## src/rtl/cdc_hs_pkg.sv

```systemverilog
// Shared types and helpers for the 4-phase req/ack crossing source side.
// Holds the FSM state encoding, synchronizer depth and the round-robin picker.
package cdc_hs_pkg;

  typedef enum logic [1:0] {
    IDLE   = 2'd0,
    REQ_HI = 2'd1,
    REQ_LO = 2'd2
  } state_e;

  localparam int SYNC_STAGES = 3;
  localparam int MAX_NREQ    = 8;
  localparam int MAX_IDW     = 3;

  // One-hot of the first valid requester at or above ptr, wrapping at nreq.
  function automatic logic [MAX_NREQ-1:0] rr_pick(
    input logic [MAX_NREQ-1:0] valid,
    input logic [MAX_IDW-1:0]  ptr,
    input int                  nreq
  );
    logic [MAX_NREQ-1:0] grant;
    logic                found;
    int                  idx;
    grant = {MAX_NREQ{1'b0}};
    found = 1'b0;
    for (int k = 0; k < MAX_NREQ; k++) begin
      idx = int'(ptr) + k;
      if (idx >= nreq) begin
        idx = idx - nreq;
      end
      if (!found && (k < nreq) && valid[idx[MAX_IDW-1:0]]) begin
        grant[idx[MAX_IDW-1:0]] = 1'b1;
        found                   = 1'b1;
      end
    end
    return grant;
  endfunction

endpackage

```

## src/rtl/synchronizer_4.sv

```systemverilog
// Multi-flop synchronizer for slow or level signals entering the clk domain.
// Depth is parameterised; the output is the last flop of the chain.
module synchronizer_4 #(
  parameter int DW     = 1,
  parameter int STAGES = 4
) (
  input  logic          clk,
  input  logic          reset,
  input  logic [DW-1:0] i_d,
  output logic [DW-1:0] o_q
);

  logic [DW-1:0] r_sync [STAGES];

  // Shift chain, cleared asynchronously.
  always_ff @(posedge clk or posedge reset) begin
    if (reset) begin
      for (int k = 0; k < STAGES; k++) begin
        r_sync[k] <= {DW{1'b0}};
      end
    end else begin
      r_sync[0] <= i_d;
      for (int k = 1; k < STAGES; k++) begin
        r_sync[k] <= r_sync[k-1];
      end
    end
  end

  assign o_q = r_sync[STAGES-1];

endmodule

```

## src/rtl/cdc_handshake_tx.sv

```systemverilog
// Source side of a 4-phase req/ack crossing shared round-robin by NREQ requesters.
// xdata/xid are held stable for the whole transfer; a per-phase timeout breaks a dead far side.
module cdc_handshake_tx
  import cdc_hs_pkg::*;
#(
  parameter int DW    = 32,
  parameter int NREQ  = 2,
  parameter int TMO_W = 16
) (
  input  logic                  clk,
  input  logic                  reset,
  input  logic [NREQ-1:0]       req_valid,
  input  logic [NREQ*DW-1:0]    req_data,
  output logic [NREQ-1:0]       req_ready,
  output logic                  xreq,
  output logic [DW-1:0]         xdata,
  output logic [$clog2(NREQ)-1:0] xid,
  input  logic                  xack,
  output logic                  busy,
  output logic                  xfer_done,
  input  logic [TMO_W-1:0]      tmo_limit,
  output logic                  tmo_err,
  input  logic                  err_clr
);

  localparam int IDW = $clog2(NREQ);

  state_e              r_state;
  state_e              w_state_nxt;
  logic [TMO_W-1:0]    r_cnt;
  logic [TMO_W-1:0]    w_cnt_nxt;
  logic [IDW-1:0]      r_ptr;
  logic [IDW-1:0]      w_ptr_nxt;
  logic                r_xreq;
  logic                w_xreq_nxt;
  logic [DW-1:0]       r_xdata;
  logic [IDW-1:0]      r_xid;
  logic                r_busy;
  logic                w_busy_nxt;
  logic                r_done;
  logic                w_done_nxt;
  logic                r_tmo_err;
  logic                w_tmo_err_nxt;
  logic                r_abort;
  logic                w_abort_nxt;
  logic                w_ack_s;
  logic                w_tmo_hit;
  logic                w_tmo_fire;
  logic                w_accept;
  logic [MAX_NREQ-1:0] w_pick;
  logic [NREQ-1:0]     w_grant;
  logic [IDW-1:0]      w_gidx;

  synchronizer_4 #(
    .DW     (1),
    .STAGES (SYNC_STAGES)
  ) u_ack_sync (
    .clk   (clk),
    .reset (reset),
    .i_d   (xack),
    .o_q   (w_ack_s)
  );

  // Round-robin grant, offered only while idle.
  always_comb begin
    w_pick = rr_pick(MAX_NREQ'(req_valid), MAX_IDW'(r_ptr), NREQ);
    if (r_state == IDLE) begin
      w_grant = w_pick[NREQ-1:0];
    end else begin
      w_grant = {NREQ{1'b0}};
    end
    w_gidx = {IDW{1'b0}};
    for (int k = 0; k < NREQ; k++) begin
      w_gidx = w_gidx | (w_grant[k] ? IDW'(k) : {IDW{1'b0}});
    end
  end

  assign w_accept  = |w_grant;
  assign w_tmo_hit = (tmo_limit != {TMO_W{1'b0}}) && (r_cnt == (tmo_limit - TMO_W'(1)));
  assign w_ptr_nxt = (w_gidx == IDW'(NREQ - 1)) ? {IDW{1'b0}} : (w_gidx + IDW'(1));

  // FSM state register.
  always_ff @(posedge clk or posedge reset) begin
    if (reset) begin
      r_state <= IDLE;
    end else begin
      r_state <= w_state_nxt;
    end
  end

  // FSM next state; an ack edge seen in the timeout cycle takes priority.
  always_comb begin
    w_state_nxt = r_state;
    w_tmo_fire  = 1'b0;
    case (r_state)
      IDLE: begin
        if (w_accept) begin
          w_state_nxt = REQ_HI;
        end else begin
          w_state_nxt = IDLE;
        end
      end
      REQ_HI: begin
        if (w_ack_s) begin
          w_state_nxt = REQ_LO;
        end else if (w_tmo_hit) begin
          w_state_nxt = REQ_LO;
          w_tmo_fire  = 1'b1;
        end else begin
          w_state_nxt = REQ_HI;
        end
      end
      REQ_LO: begin
        if (!w_ack_s) begin
          w_state_nxt = IDLE;
        end else if (w_tmo_hit) begin
          w_state_nxt = IDLE;
          w_tmo_fire  = 1'b1;
        end else begin
          w_state_nxt = REQ_LO;
        end
      end
      default: begin
        w_state_nxt = IDLE;
      end
    endcase
  end

  // FSM outputs; r_abort suppresses xfer_done after a REQ_HI timeout.
  always_comb begin
    w_xreq_nxt  = r_xreq;
    w_busy_nxt  = r_busy;
    w_done_nxt  = 1'b0;
    w_abort_nxt = r_abort;
    case (r_state)
      IDLE: begin
        if (w_accept) begin
          w_xreq_nxt  = 1'b1;
          w_busy_nxt  = 1'b1;
          w_abort_nxt = 1'b0;
        end else begin
          w_xreq_nxt  = 1'b0;
        end
      end
      REQ_HI: begin
        if (w_state_nxt == REQ_LO) begin
          w_xreq_nxt  = 1'b0;
          w_abort_nxt = w_tmo_fire;
        end else begin
          w_xreq_nxt  = 1'b1;
        end
      end
      REQ_LO: begin
        if (w_state_nxt == IDLE) begin
          w_busy_nxt = 1'b0;
          w_done_nxt = !w_tmo_fire && !r_abort;
        end else begin
          w_busy_nxt = 1'b1;
        end
      end
      default: begin
        w_xreq_nxt = 1'b0;
        w_busy_nxt = 1'b0;
      end
    endcase

    if (w_tmo_fire) begin
      w_tmo_err_nxt = 1'b1;
    end else if (err_clr) begin
      w_tmo_err_nxt = 1'b0;
    end else begin
      w_tmo_err_nxt = r_tmo_err;
    end

    if (w_state_nxt != r_state) begin
      w_cnt_nxt = {TMO_W{1'b0}};
    end else if (r_state != IDLE) begin
      w_cnt_nxt = r_cnt + TMO_W'(1);
    end else begin
      w_cnt_nxt = {TMO_W{1'b0}};
    end
  end

  // Registered control outputs and phase timer.
  always_ff @(posedge clk or posedge reset) begin
    if (reset) begin
      r_xreq    <= 1'b0;
      r_busy    <= 1'b0;
      r_done    <= 1'b0;
      r_tmo_err <= 1'b0;
      r_abort   <= 1'b0;
      r_cnt     <= {TMO_W{1'b0}};
    end else begin
      r_xreq    <= w_xreq_nxt;
      r_busy    <= w_busy_nxt;
      r_done    <= w_done_nxt;
      r_tmo_err <= w_tmo_err_nxt;
      r_abort   <= w_abort_nxt;
      r_cnt     <= w_cnt_nxt;
    end
  end

  // Word, owner and rr pointer only move on accept.
  always_ff @(posedge clk or posedge reset) begin
    if (reset) begin
      r_xdata <= {DW{1'b0}};
      r_xid   <= {IDW{1'b0}};
      r_ptr   <= {IDW{1'b0}};
    end else if (w_accept) begin
      r_xdata <= req_data[w_gidx*DW +: DW];
      r_xid   <= w_gidx;
      r_ptr   <= w_ptr_nxt;
    end else begin
      r_xdata <= r_xdata;
      r_xid   <= r_xid;
      r_ptr   <= r_ptr;
    end
  end

  assign req_ready = w_grant;
  assign xreq      = r_xreq;
  assign xdata     = r_xdata;
  assign xid       = r_xid;
  assign busy      = r_busy;
  assign xfer_done = r_done;
  assign tmo_err   = r_tmo_err;

endmodule

```

## config.mk

```make
export PLATFORM = sky130hd
export DESIGN_NAME = cdc_handshake_tx
export DESIGN_NICKNAME = d
export VERILOG_FILES = /design/src/rtl/cdc_hs_pkg.sv /design/src/rtl/synchronizer_4.sv /design/src/rtl/cdc_handshake_tx.sv
export SDC_FILE = /design/constraint.sdc
export NUM_CORES = 1
export LEC_CHECK = 0
export BUFFER_PORTS_ARGS = -buffer_cell sky130_fd_sc_hd__buf_2
export CORE_ASPECT_RATIO = 1.25
export CORE_MARGIN = 2
export CORE_UTILIZATION = 45
export DETAILED_ROUTE_END_ITERATION = 7
export PLACE_DENSITY = 0.8
export SYNTH_ARGS = -nofsm -noshare
export SYNTH_HDL_FRONTEND = slang
export SYNTH_SLANG_ARGS = --single-unit
```

## constraint.sdc

```tcl
create_clock -name clk -period 2.66 [get_ports clk]
set_clock_uncertainty 0.1 [all_clocks]
set_input_delay 0.532 -clock clk [delete_from_list [all_inputs] [get_ports clk]]
set_output_delay 0.532 -clock clk [all_outputs]
set_load 0.005 [all_outputs]
```

==> results.py <==
metrics = {
    "yosys": {
        "ys_top_cells_by_area": "sky130_fd_sc_hd__dfrtp_1 (44%), sky130_fd_sc_hd__mux2i_1 (7.9%), sky130_fd_sc_hd__nand2_1 (4.7%), sky130_fd_sc_hd__o21ai_0 (4.4%), sky130_fd_sc_hd__xnor2_1 (3.8%)",
        "yosysTopAreaCellShare": 0.438,
        "syn_inst": 359,
        "syn_nets": 451,
        "synth_edf_count": 0,
        "syn-mean-instance-area_um2": 9.55,
        "number_of_warning_messages_in_the_yosys_log": 0,
        "syn-cell-area_mm2": 0.00343,
        "postSynth.asyncResetShare": 1.00,
        "synth_top_flop_cell": "sky130_fd_sc_hd__dfrtp_1",
        "ys_seq_elements": 60,
        "synth_top_cell_by_area": "sky130_fd_sc_hd__dfrtp_1",
        "synth_cell_types": 54,
        "ys_seq_area_frac": 0.438,
    },
    "setup_path": {
        "kind_of_start_point_of_the_critical_path": "input port",
        "timing.critical_path.required_ns": 2.77,
        "path_max_fanout": 16,
        "path_class": "input port to flip-flop",
        "timing.reg2reg.setup_slack_ns": 0.02,
        "critical_path_arrival_ns": 2.85,
        "sort_of_element_at_the_end_of_the_critical_path": "flip-flop",
    },
    "route": {
        "drt_first_iter_violations": 121,
        "remaining_antenna_violation_count_after_routing": 0,
        "vias_per_cell": 5.30,
        "routed_length_per_instance_um": 14.1,
        "detailroute.via_count": 3244,
        "drt_pass1_iterations": 4,
        "route.final.wire_length_um": 8640,
        "drcViolationCount": 0,
    },
    "die": {
        "pin_count": 125,
        "fp.dieH_um": 102,
        "die-width_um": 82.1,
        "die_area_mm2": 0.00834,
        "num_rows": 35,
        "core_mm2": 0.00740,
        "start_util": 0.463,
    },
    "clock_tree": {
        "worst_skew_pair.late_latency_ns": 0.33,
        "number_of_buffers_inserted_for_hold_repair_after_clock_tree_synthesis": 0,
        "cts_sinks": 60,
        "ctsLongestPathBuffers": 2,
        "cts_tree": "yes",
        "cts.clk_slew.worst_paths_ns": 0.07,
        "cts-root-buf": "sky130_fd_sc_hd__clkbuf_8",
        "cts_inserted_buffers": 9,
        "htree_num_levels": 3,
    },
    "timing": {
        "post-route-worst-setup-slack_ns": -0.0778,
        "timing.final.crit_share": 1.03,
        "min_period_ns": 2.74,
        "rsz_0062_raised_after_global_routing": "yes",
        "finalMaxSlewViolations": 0,
        "maxClockFrequency_ghz": 0.365,
        "report.final.hold_viol_count": 0,
        "worstMarginPinSlew_ns": 0.585,
        "setup_violations": 18,
        "setup_tns_ns": -1.13,
        "max_slew_margin": 0.609,
    },
    "placement": {
        "port_buffers": 124,
        "dp.final_hpwl_um": 6780,
        "placed_cells": 595,
        "finalWeightedCongestion": 0.869,
    },
    "finish": {
        "finalNonFillerCells": 612,
        "final_layout_size_suffix_gt1_frac": 0.385,
        "areaGrowthSynthToFinish_pct": 36.8,
        "diodes": 0,
        "nets": 607,
    },
    "power": {
        "powerDensity_mw_per_mm2": 809,
        "vdd_ir_drop_max_uv": 510,
        "power.static_leakage_nw": 2.27,
    },
    "grt": {
        "largest_net_degree_at_the_start_of_global_routing": 58,
        "gr-usage-all-layers": 0.221,
        "grt_pass1_wl_um": 14200,
        "overflow": 0,
        "via_count_of_the_first_global_routing_pass": 3282,
        "antenna_found_initial": 0,
    },
    "status": {
        "run_status": "finished with violations",
        "failed_checks": "setup timing",
    },
    "hold_path": {
        "worst_hold_path_type": "input port to asynchronous set/reset pin",
    },
    "flow_run": {
        "maxCapViolations": 0,
    },
}
## what timing repair did
item / in CTS / in global routing
pin swaps: 5 / 5
buffers inserted: 1 / 0
gates resized for setup: 10 / 9
endpoints found under the setup margin: 22 / 22
## synthesized netlist by cell type, drive strengths merged (3+ instances only)
| cell type | instances |
|---|---|
| a222oi | 7 |
| a21oi | 9 |
| ha | 6 |
| dfrtp | 60 |
| buf | 3 |
| nand2 | 43 |
| a21o | 3 |
| xnor2 | 15 |
| nor2 | 30 |
| or3 | 5 |
| and3 | 7 |
| nor3 | 4 |
| nor4 | 3 |
| mux2i | 27 |
| o21ai | 32 |
| inv | 23 |
| nand2b | 4 |
| xor2 | 14 |
| nand3 | 15 |
| nand3b | 3 |
| clkbuf | 11 |
| nor2b | 3 |
## cell type report
| type | instances | area, µm² |
|---|---|---|
| clock inverters | 5 | 52.6 |
| repair buffers | 159 | 928 |
| inverters | 23 | 91.3 |
| flip-flops and latches | 60 | 1500 |
| clock buffers | 11 | 131 |
| fillers | 599 | 2710 |
| multi-input cells | 262 | 1870 |
| well taps | 92 | 115 |
## critical path, stage by stage
cell and delay [ns]:
sky130_fd_sc_hd__buf_8 0.11, sky130_fd_sc_hd__inv_4 0.05, sky130_fd_sc_hd__ha_4 0.13, sky130_fd_sc_hd__or3b_4 0.39, sky130_fd_sc_hd__or4_4 0.44, sky130_fd_sc_hd__a21oi_4 0.16
sky130_fd_sc_hd__o311ai_4 0.10, sky130_fd_sc_hd__or3_4 0.40, sky130_fd_sc_hd__nor4b_4 0.16, sky130_fd_sc_hd__o21ai_4 0.17, sky130_fd_sc_hd__buf_12 0.16, sky130_fd_sc_hd__nor2_1 0.05
## routing by layer
| layer | vias to the layer above | share of wire | global-route usage |
|---|---|---|---|
| met5 | - | 0 | 0 |
| met4 | 0 | 0.028 | 0.103 |
| met3 | 21 | 0.068 | 0.0579 |
| li1 | 1570 | - | - |
| met2 | 132 | 0.51 | 0.380 |
| met1 | 1521 | 0.39 | 0.255 |
## placed cells by master, fill, tap and decap left out, drive strengths merged, types with 3 or more instances in the layout
cell / n
clkbuf: 11
or3: 5
nand3b: 3
nor4: 3
nand3: 15
nand2: 43
inv: 23
nand2b: 4
ha: 6
o21ai: 32
a222oi: 7
nor3: 4
xnor2: 15
clkinv: 3
nor2b: 3
dfrtp: 60
mux2i: 27
nor2: 30
a21o: 3
xor2: 14
and3: 7
buf: 159
a21oi: 9
## stage by stage
| step | setup WS (ns) | utilization | power, mW | instance area, µm² | hold slack [ns] |
|---|---|---|---|---|---|
| global placement | -0.455 | 0.598 | 2.95 | 4430 | 0.234 |
| finish | -0.0778 | 0.634 | 3.79 | 4690 | 0.160 |
| floorplan | -0.286 | - | 2.34 | 3460 | 0.231 |
| global route | -0.151 | 0.634 | 4.10 | 4690 | 0.187 |
| CTS | -0.0492 | 0.628 | 3.82 | 4650 | 0.168 |
| detailed placement | -0.515 | 0.598 | 3.03 | 4430 | 0.242 |
## sequential cells by signal, indices dropped and copies added (netlist names)
signal / cells
r_cnt: 16
r_ptr: 1
r_abort: 1
tmo_err: 1
xid: 1
xfer_done: 1
r_state: 2
u_ack_sync.o_q: 1
u_ack_sync.r_sync: 2
busy: 1
xreq: 1
xdata: 32
## cells by family (layout without fill, tap and decap cells)
| kind of cell | count (synthesis) | in the layout | synth area share |
|---|---|---|---|
| and+or+nand+nor | 127 | 127 | 0.193 |
| AOI/OAI and AO/OA | 73 | 73 | 0.148 |
| DFF | 60 | 60 | 0.438 |
| buffers and inverters | 37 | 198 | 0.0460 |
| xor gates and xnor gates | 29 | 29 | 0.0741 |
| muxes | 27 | 27 | 0.0788 |
| adders and majority gates | 6 | 6 | 0.0219 |
## worst paths after layout
kind,from,endpoint,cells after the start
min,reset,r_cnt[12],2
min reg2reg,u_ack_sync.r_sync[1],u_ack_sync.o_q,0
min in group clk,xack,u_ack_sync.r_sync[2],1
max in group asynchronous,reset,busy,3
max reg2reg,r_cnt[3],r_cnt[13],9
max,tmo_limit[0],r_cnt[13],12
## report_power, final
part	switching [mW]	internal [mW]	leakage, nW
registers	0.185	1.22	0.765
logic	0.894	0.729	1.41
clock network	0.342	0.428	0.0931
total	1.42	2.37	2.27
(Power assumes the default switching activity.)
